### config.mk
export PLATFORM = sky130hd
export DESIGN_NAME = power_window_accumulator
export DESIGN_NICKNAME = d
export VERILOG_FILES = /design/src/rtl/power_window_accumulator.sv
export SDC_FILE = /design/constraint.sdc
export NUM_CORES = 1
export LEC_CHECK = 0
export ABC_AREA = 1
export CORE_MARGIN = 1
export CORE_UTILIZATION = 60
export DETAILED_ROUTE_END_ITERATION = 10
export PLACE_DENSITY = 0.89
export SLEW_MARGIN = 0
export SYNTH_ARGS = -nofsm -noshare
export SYNTH_HDL_FRONTEND = slang
export SYNTH_SLANG_ARGS = --single-unit
### constraint.sdc
create_clock -name clk -period 3.5 [get_ports clk]
set_clock_uncertainty 0.15 [all_clocks]
set_input_delay 0.7 -clock clk [delete_from_list [all_inputs] [get_ports clk]]
set_output_delay 0.7 -clock clk [all_outputs]
set_load 0.05 [all_outputs]
### src/rtl/power_window_accumulator.sv
// Resolves the CSA tree's carry-save pair, accumulates 2**WIN_LOG2 samples per window.
// Build option: PWR_ACC_AVG_EN selects window mean instead of raw window sum on pwr_out.
module power_window_accumulator #(
  parameter int MAX      = 36,
  parameter int WIN_LOG2 = 8,
  parameter int TREE_LAT = 3,
  localparam int ACC_W   = MAX + WIN_LOG2
) (
  input  logic             clk,
  input  logic             reset_n,
  input  logic             en,
  input  logic             clear,
  input  logic [MAX-1:0]   vs,
  input  logic [MAX-1:0]   vc,
  output logic [MAX-1:0]   smp_out,
  output logic             smp_valid,
  output logic [ACC_W-1:0] pwr_out,
  output logic             pwr_valid,
  output logic [WIN_LOG2-1:0] win_cnt
);

  localparam int H  = MAX / 2;
  localparam int HW = MAX - H;
  localparam int FW = (TREE_LAT > 0) ? $clog2(TREE_LAT + 1) : 1;
  localparam logic [FW-1:0]       FILL_MAX = FW'(TREE_LAT);
  localparam logic [WIN_LOG2-1:0] WIN_LAST = '1;

  logic [FW-1:0]       fill_cnt_q, fill_cnt_d;
  logic                va_q, va_d;
  logic [H-1:0]        lo_q, lo_d;
  logic                cy_q, cy_d;
  logic [HW-1:0]       hs_q, hs_d, hc_q, hc_d;
  logic [MAX-1:0]      smp_out_q, smp_out_d;
  logic                smp_valid_q, smp_valid_d;
  logic [ACC_W-1:0]    acc_q, acc_d;
  logic [ACC_W-1:0]    pwr_out_q, pwr_out_d;
  logic                pwr_valid_q, pwr_valid_d;
  logic [WIN_LOG2-1:0] win_cnt_q, win_cnt_d;

  logic                in_v_s;
  logic [H:0]          lo_sum_s;
  logic [ACC_W-1:0]    win_sum_s;
  logic [ACC_W-1:0]    pwr_res_s;

  // Next-state logic: fill gating, two-stage adder, window accumulation.
  always_comb begin
    fill_cnt_d  = fill_cnt_q;
    va_d        = va_q;
    smp_valid_d = smp_valid_q;
    acc_d       = acc_q;
    pwr_out_d   = pwr_out_q;
    pwr_valid_d = 1'b0;
    win_cnt_d   = win_cnt_q;

    in_v_s    = en & (fill_cnt_q == FILL_MAX);
    lo_sum_s  = {1'b0, vs[H-1:0]} + {1'b0, vc[H-1:0]};
    win_sum_s = acc_q + {{WIN_LOG2{smp_out_q[MAX-1]}}, smp_out_q};
`ifdef PWR_ACC_AVG_EN
    pwr_res_s = $signed(win_sum_s) >>> WIN_LOG2;
`else
    pwr_res_s = win_sum_s;
`endif

    // Data registers run freely; only the valid bits carry meaning.
    lo_d      = lo_sum_s[H-1:0];
    cy_d      = lo_sum_s[H];
    hs_d      = vs[MAX-1:H];
    hc_d      = vc[MAX-1:H];
    smp_out_d = {hs_q + hc_q + HW'(cy_q), lo_q};

    if (clear) begin
      fill_cnt_d  = '0;
      va_d        = 1'b0;
      smp_valid_d = 1'b0;
      acc_d       = '0;
      win_cnt_d   = '0;
      pwr_valid_d = 1'b0;
      smp_out_d   = smp_out_q;
    end else begin
      if (en && (fill_cnt_q != FILL_MAX)) begin
        fill_cnt_d = fill_cnt_q + FW'(1'b1);
      end else begin
        fill_cnt_d = fill_cnt_q;
      end
      va_d        = in_v_s;
      smp_valid_d = va_q;
      if (smp_valid_q) begin
        if (win_cnt_q == WIN_LAST) begin
          pwr_out_d   = pwr_res_s;
          pwr_valid_d = 1'b1;
          acc_d       = '0;
          win_cnt_d   = '0;
        end else begin
          acc_d     = win_sum_s;
          win_cnt_d = win_cnt_q + WIN_LOG2'(1'b1);
        end
      end else begin
        acc_d     = acc_q;
        win_cnt_d = win_cnt_q;
      end
    end
  end

  // State registers with asynchronous active-low reset.
  always_ff @(posedge clk or negedge reset_n) begin
    if (!reset_n) begin
      fill_cnt_q  <= '0;
      va_q        <= 1'b0;
      lo_q        <= '0;
      cy_q        <= 1'b0;
      hs_q        <= '0;
      hc_q        <= '0;
      smp_out_q   <= '0;
      smp_valid_q <= 1'b0;
      acc_q       <= '0;
      pwr_out_q   <= '0;
      pwr_valid_q <= 1'b0;
      win_cnt_q   <= '0;
    end else begin
      fill_cnt_q  <= fill_cnt_d;
      va_q        <= va_d;
      lo_q        <= lo_d;
      cy_q        <= cy_d;
      hs_q        <= hs_d;
      hc_q        <= hc_d;
      smp_out_q   <= smp_out_d;
      smp_valid_q <= smp_valid_d;
      acc_q       <= acc_d;
      pwr_out_q   <= pwr_out_d;
      pwr_valid_q <= pwr_valid_d;
      win_cnt_q   <= win_cnt_d;
    end
  end

  assign smp_out   = smp_out_q;
  assign smp_valid = smp_valid_q;
  assign pwr_out   = pwr_out_q;
  assign pwr_valid = pwr_valid_q;
  assign win_cnt   = win_cnt_q;

endmodule

==> qor.txt, run 1 <==
GP Congestion -> 0.975
register bit count reported by yosys -> 192
# DRC -> 0
Layout area overhead -> 21.9%
RR Endpoint -> pwr_out[40]
Worst Setup End Kind -> primary output
H-tree depth -> 4
Avg Inst Size Synth -> 7.17 sq um
Worst-path clk slew -> 0.08 ns
Max Cap Viol -> 0
Max IR drop VDD -> 0.000350 V
Final Hold Fails -> 0
final worst-path cycle share -> 83.8%
total CTS buffers -> 17
crit path launch type -> register
Critical Path AT -> 2.08 ns
# IOs -> 166
Core Rows -> 50
commonest non-fill, non-tap cell in the layout -> nand2_1
worst stage delay on the critical path -> 0.91 ns
First-pass DRT Iterations -> 5
CTS max path bufs -> 2
Max-Slew Margin vs Limit -> 54.6%
Layout Cells excl Fill -> 2079
YS warnings -> 0
stages on the worst setup path -> 1
NumNets Final -> 1965
RSZ-0062 raised after global routing -> false
Distinct cells, synth -> 38
Worst Path Buf+Inv -> 1
Chip Width -> 142 microns
post-DP HPWL -> 25.0 mm
register area share after synthesis -> 40.9%
vias in the first global route -> 10800
layout cell share with drive strength beyond 1 -> 3.08%
Synthesized Nets -> 1797
reg-to-reg slack, setup -> 0.80 ns
initial DRC count -> 934
Critical Path RT -> 2.65 ns
status -> complete, no violations
die area -> 20100 sq um
clock sinks -> 192
Vias -> 11200
min cycle time layout -> 2.93 ns
crit path from -> smp_out[35]
GR Overflow Total -> 0
Crit-path slowest cell -> clkdlybuf4s50_1
most frequent cells in the layout -> 629 x nand2_1, 211 x inv_1, 192 x dfrtp_1, 164 x clkdlybuf4s50_1, 122 x nor2_1
clock latency on the worst-skew pair -> 0.45 ns
Max Fanout on Critical Path -> 11
setup tns final -> 0 ns
post-cts repair resize count -> 0
Post-Syn Instances -> 1638
Post-CTS Setup Bufs -> 0
largest net degree at the start of global routing -> 63
CTS Hold Bufs -> 0
DR WL/cell -> 15.7 microns
Final setup viols -> 0
n_diodes -> 0
CP endpoint -> smp_out[35]
Hold WC Path Type -> in2async
# port buffers -> 165
Root Buffer Master -> clkbuf_16
Die Ht -> 142 microns
final wirelength -> 32.6 mm
Final ANT Viol Nets -> 0
family with the most delay on the worst path -> buffers and inverters
synthesized area -> 11700 sq um
worst setup path category -> reg2out
total global routing track utilization -> 34.0%
initial antenna violation count -> 0
starting density of the core -> 62.0%
Max Clock Freq -> 341 MHz
Pwr Density -> 421 nW/um^2
global-route wire length before repair -> 53.0 mm
dpl cells -> 2047
Leakage -> 7.54 nW
CTS tree -> yes
r2r worst-path depth -> 15
via/cell ratio -> 5.38
reg-to-reg startpoint -> smp_out[0]
cells along the critical path -> clkdlybuf4s50_1
Core Area -> 19000 sq um
worst slew pin tran -> 0.681 ns
Slew Viols, Final -> 0
[where the power goes]
group          switching, mW  internal [mW]
Combinational          0.962          0.514
Sequential             0.143           2.36
Clock                  0.999           1.06
[state kept, by name, indices dropped and copies added, names as in the netlist]
name and cells:
fill_cnt_q 2, acc_q 44, hs_q 18, smp_valid 1, hc_q 18, pwr_out 44
pwr_valid 1, lo_q 18, win_cnt 8, va_q 1, cy_q 1, smp_out 36
[worst register-to-register path, cell delays in order, from the launching register on]
cell	delay [ns]
dfrtp_1	0.40
ha_1	0.25
inv_1	0.10
fa_1	0.46
inv_1	0.17
nand2_1	0.07
nand2_1	0.07
nand3_1	0.07
nand2_1	0.18
nand2_1	0.07
nand3_1	0.19
nand2_1	0.15
nand2_1	0.08
nand2_1	0.06
nand3_1	0.07
nand2_1	0.05
[logic make-up (layout without fill, tap and decap cells)]
kind of cell,count (synthesis),count (layout),share of synthesized area [%]
AOI/OAI and AO/OA,166,166,7.64
xor gates and xnor gates,40,40,2.98
adders and majority gates,83,83,9.10
buffers and inverters,241,422,7.86
DFF,192,192,40.9
and+or+nand+nor,916,916,31.5
[Yosys cell counts]
master,n,area share [%]
o21ai_1,28,1.2
o21ai_0,36,1.5
o21bai_1,10,0.64
buf_1,1,0.032
fa_1,4,0.68
inv_1,211,6.7
nor2_1,123,3.9
a211oi_1,1,0.064
dfrtp_1,192,41
nand3_1,120,5.1
a21boi_0,1,0.064
nor4_1,1,0.053
o311ai_0,1,0.075
o22ai_1,4,0.21
or2_0,2,0.11
nor2_2,1,0.053
ha_1,79,8.4
nand2_2,1,0.053
or2_1,2,0.11
or2_2,4,0.21
a21oi_1,74,3.2
o211ai_1,1,0.064
buf_2,3,0.13
xnor2_1,26,1.9
buf_6,2,0.19
clkbuf_1,19,0.61
nand3b_1,9,0.58
inv_2,5,0.16
xor2_1,14,1.0
nor3_1,11,0.47
nand2_1,629,20
nand4_1,8,0.43
a31oi_1,3,0.16
and2_1,3,0.16
a22o_1,3,0.22
a21o_1,3,0.19
nor3_2,2,0.17
o21a_1,1,0.064
[worst min path at each step]
stage	from	endpoint	slack [ns]	cells past startpoint
2_1_floorplan	reset_n	acc_q[0]	0.25	0
3_5_place_dp	lo_q[9]	smp_out[9]	0.28	2
4_1_cts	reset_n	pwr_out[35]	0.09	1
3_3_place_gp	lo_q[0]	smp_out[0]	0.27	2
6_report	reset_n	pwr_out[35]	0.06	1
5_1_grt	reset_n	pwr_out[36]	0.11	1
[layout make-up]
cell class	count	area [sq um]
Multi-Input combinational cell	1205	6030
Inverter	216	811
Clock inverter	14	181
Clock buffer	18	439
Tap cell	260	325
Timing Repair Buffer	174	1740
Sequential cell	192	4800
Fill cell	1503	4630
[routing by layer]
layer  track usage, %  share of wire (%)  vias to the layer above
li1                 -                  -                     5496
met1             45.8                 44                     5202
met2             55.3                 46                      443
met3             6.88                7.0                       52
met4             10.6                2.4                        0
met5                0                  0                        -
[metrics by stage]
stage          hold WS (ns)  total power [mW]  area [sq um]  util [%]  worst slack [ns]
6_report             0.0606              6.04         14300      75.6             0.567
5_1_grt               0.109              6.28         14300      75.6             0.512
2_1_floorplan         0.254              3.45         11700         -              1.08
3_5_place_dp          0.281              4.00         13700      72.3             0.401
3_3_place_gp          0.272              3.96         13700      72.3             0.456
4_1_cts              0.0867              6.03         14300      75.6             0.571
No activity file was read; power rests on OpenSTA's default activity.
==> run 2, diff against run 1 <==
--- a/config.mk
+++ b/config.mk
@@ -7,9 +7,9 @@
 export LEC_CHECK = 0
 export ABC_AREA = 1
 export CORE_MARGIN = 1
-export CORE_UTILIZATION = 60
+export CORE_UTILIZATION = 50
 export DETAILED_ROUTE_END_ITERATION = 10
-export PLACE_DENSITY = 0.89
+export PLACE_DENSITY = 0.79
 export SLEW_MARGIN = 0
 export SYNTH_ARGS = -nofsm -noshare
 export SYNTH_HDL_FRONTEND = slang
==> constraint.sdc (replaced) <==
create_clock -name clk -period 2.6 [get_ports clk]
set_clock_uncertainty 0.15 [all_clocks]
set_input_delay 0.52 -clock clk [delete_from_list [all_inputs] [get_ports clk]]
set_output_delay 0.52 -clock clk [all_outputs]
set_load 0.05 [all_outputs]
==> run 2 against run 1 <==
Via count decreased by 1.3%. Clock power up 39%. Non-clock buffer count rose by 33. Final cell count up 4.1%. Die area rose by 20%. Sequential cell count unchanged. Total power increased by 37%. Utilization shrank 11 points. Sequential share of layout area down 0.93 points. Hold slack gained 0.23 ns.
==> qor.txt, run 2 (same netlist as run 1, synthesis figures left out) <==
status -> complete, no violations
min cycle time layout -> 2.46 ns
Core Area -> 22800 sq um
FILL cells -> 2073
Chip Width -> 155 microns
Worst Setup End Kind -> primary output
Core Rows -> 55
clock latency on the worst-skew pair -> 0.45 ns
n_diodes -> 0
Critical Path AT -> 1.79 ns
RR Endpoint -> pwr_out[27]
Worst-path clk slew -> 0.08 ns
hold_ws -> 0.291 ns
global-route wire length before repair -> 53.8 mm
via/cell ratio -> 5.10
worst stage delay on the critical path -> 0.86 ns
Die Ht -> 155 microns
Psw -> 2.83 mW
die area -> 24100 sq um
First-pass DRT Iterations -> 8
Critical Path RT -> 1.93 ns
CTS tree -> yes
Layout Cells excl Fill -> 2165
# port buffers -> 165
placement-stage cell area -> 14100 sq um
family with the most delay on the worst path -> buffers and inverters
worst setup path category -> reg2out
Max Fanout on Critical Path -> 3
final worst-path cycle share -> 94.5%
Max-Slew Margin vs Limit -> 55.4%
# DRC -> 0
initial antenna violation count -> 0
Crit-path slowest cell -> clkdlybuf4s50_1
DP Worst Slack -> -0.163 ns
largest net degree at the start of global routing -> 71
Layout area overhead -> 25.5%
NumNets Final -> 1998
initial DRC count -> 740
Max IR drop VDD -> 0.000329 V
Pwr Density -> 560 nW/um^2
post-DP HPWL -> 25.3 mm
reg-to-reg slack, setup -> 0.17 ns
CP endpoint -> smp_out[18]
starting density of the core -> 51.4%
Worst Path Buf+Inv -> 1
Slew Viols, Final -> 0
Comb power frac -> 24.6%
Root Buffer Master -> clkbuf_16
Worst Setup Slack, final -> 0.144 ns
# IOs -> 166
final wirelength -> 32.4 mm
Reg power frac -> 40.8%
r2r worst-path depth -> 10
dpl cells -> 2132
Max Cap Viol -> 0
vias in the first global route -> 10700
stages on the worst setup path -> 1
H-tree depth -> 4
Final setup viols -> 0
Pint -> 5.41 mW
sw frac -> 34.4%
GR Overflow Total -> 0
Hold WC Path Type -> reg2reg
cells along the critical path -> clkdlybuf4s50_1
Tot Pwr -> 8.25 mW
reg-to-reg startpoint -> smp_out[8]
Final ANT Viol Nets -> 0
most frequent cells in the layout -> 629 x nand2_1, 211 x inv_1, 191 x dfrtp_1, 163 x clkdlybuf4s50_1, 120 x nor2_1
GP Congestion -> 0.939
Leakage -> 7.75 nW
total global routing track utilization -> 28.5%
Clk pwr share -> 34.6%
Vias -> 11000
final instance area -> 14700 sq um
crit path launch type -> register
DR WL/cell -> 15.0 microns
crit path from -> smp_out[18]
layout cell share with drive strength beyond 1 -> 5.13%
Max Clock Freq -> 407 MHz
commonest non-fill, non-tap cell in the layout -> nand2_1
total CTS buffers -> 17
Final Hold Fails -> 0
clock sinks -> 192
worst slew pin tran -> 0.669 ns
CTS max path bufs -> 2
run 2: changes by cell type in the layout (fill, tap and decap cells not counted), moves of 2 or more:
cell      delta
nand3_2      +3
inv_6        -2
buf_4       +29
buf_12       +4
nor2_2       +2
clkinv_8     +2
nand3_1      -3
nor2_1       -2
run 2: final cells by class:
class | count | area [sq um] | share of cell area [%]
sequential | 192 | 4810 | 32.6
inverter | 216 | 811 | 5.50
clock buffer | 18 | 429 | 2.91
timing repair buffer | 207 | 2030 | 13.8
tap | 313 | 392 | 2.66
multi-input combinational | 1205 | 6050 | 41.1
clock inverter | 14 | 215 | 1.46
run 2: what timing repair did:
| action | in CTS | in global routing |
|---|---|---|
| resized for setup | 0 | 7 |
| setup endpoints to repair | 0 | 23 |
| buffers inserted | 0 | 0 |
| hold endpoints to repair | 64 | 0 |
| hold buffers | 1 | 0 |
run 2: per-stage QoR:
step                       TNS, ns  util (%)
after floorplan                  0         -
after global placement      -0.242      61.5
after detailed placement    -0.411      61.5
after CTS                        0      64.4
after global routing      -0.00497      64.5
final                            0      64.5
run 2: worst min-delay path by stage:
stage | startpoint | to | slack (ns) | cells past startpoint
4_1_cts | lo_q[9] | smp_out[9] | 0.29 | 2
3_3_place_gp | lo_q[11] | smp_out[11] | 0.27 | 2
6_report | lo_q[9] | smp_out[9] | 0.29 | 2
5_1_grt | lo_q[11] | smp_out[11] | 0.32 | 2
3_5_place_dp | lo_q[2] | smp_out[2] | 0.28 | 2
2_1_floorplan | reset_n | acc_q[0] | 0.07 | 0
run 2: power groups by stage:
stage	Sequential, mW	Combinational [mW]	Clock, mW
2_1_floorplan	3.71	0.934	0
3_3_place_gp	3.42	1.98	0
3_5_place_dp	3.42	2.01	0
5_1_grt	3.39	2.24	3.02
6_report	3.37	2.03	2.85
4_1_cts	3.36	2.02	2.89
run 2: metal layers:
layer | track usage [%] | vias up | part of all wire (%)
li1 | - | 5571 | -
met1 | 40.8 | 5138 | 48
met2 | 44.0 | 307 | 44
met3 | 6.27 | 32 | 6.6
met4 | 6.72 | 0 | 1.5
met5 | 0 | - | 0
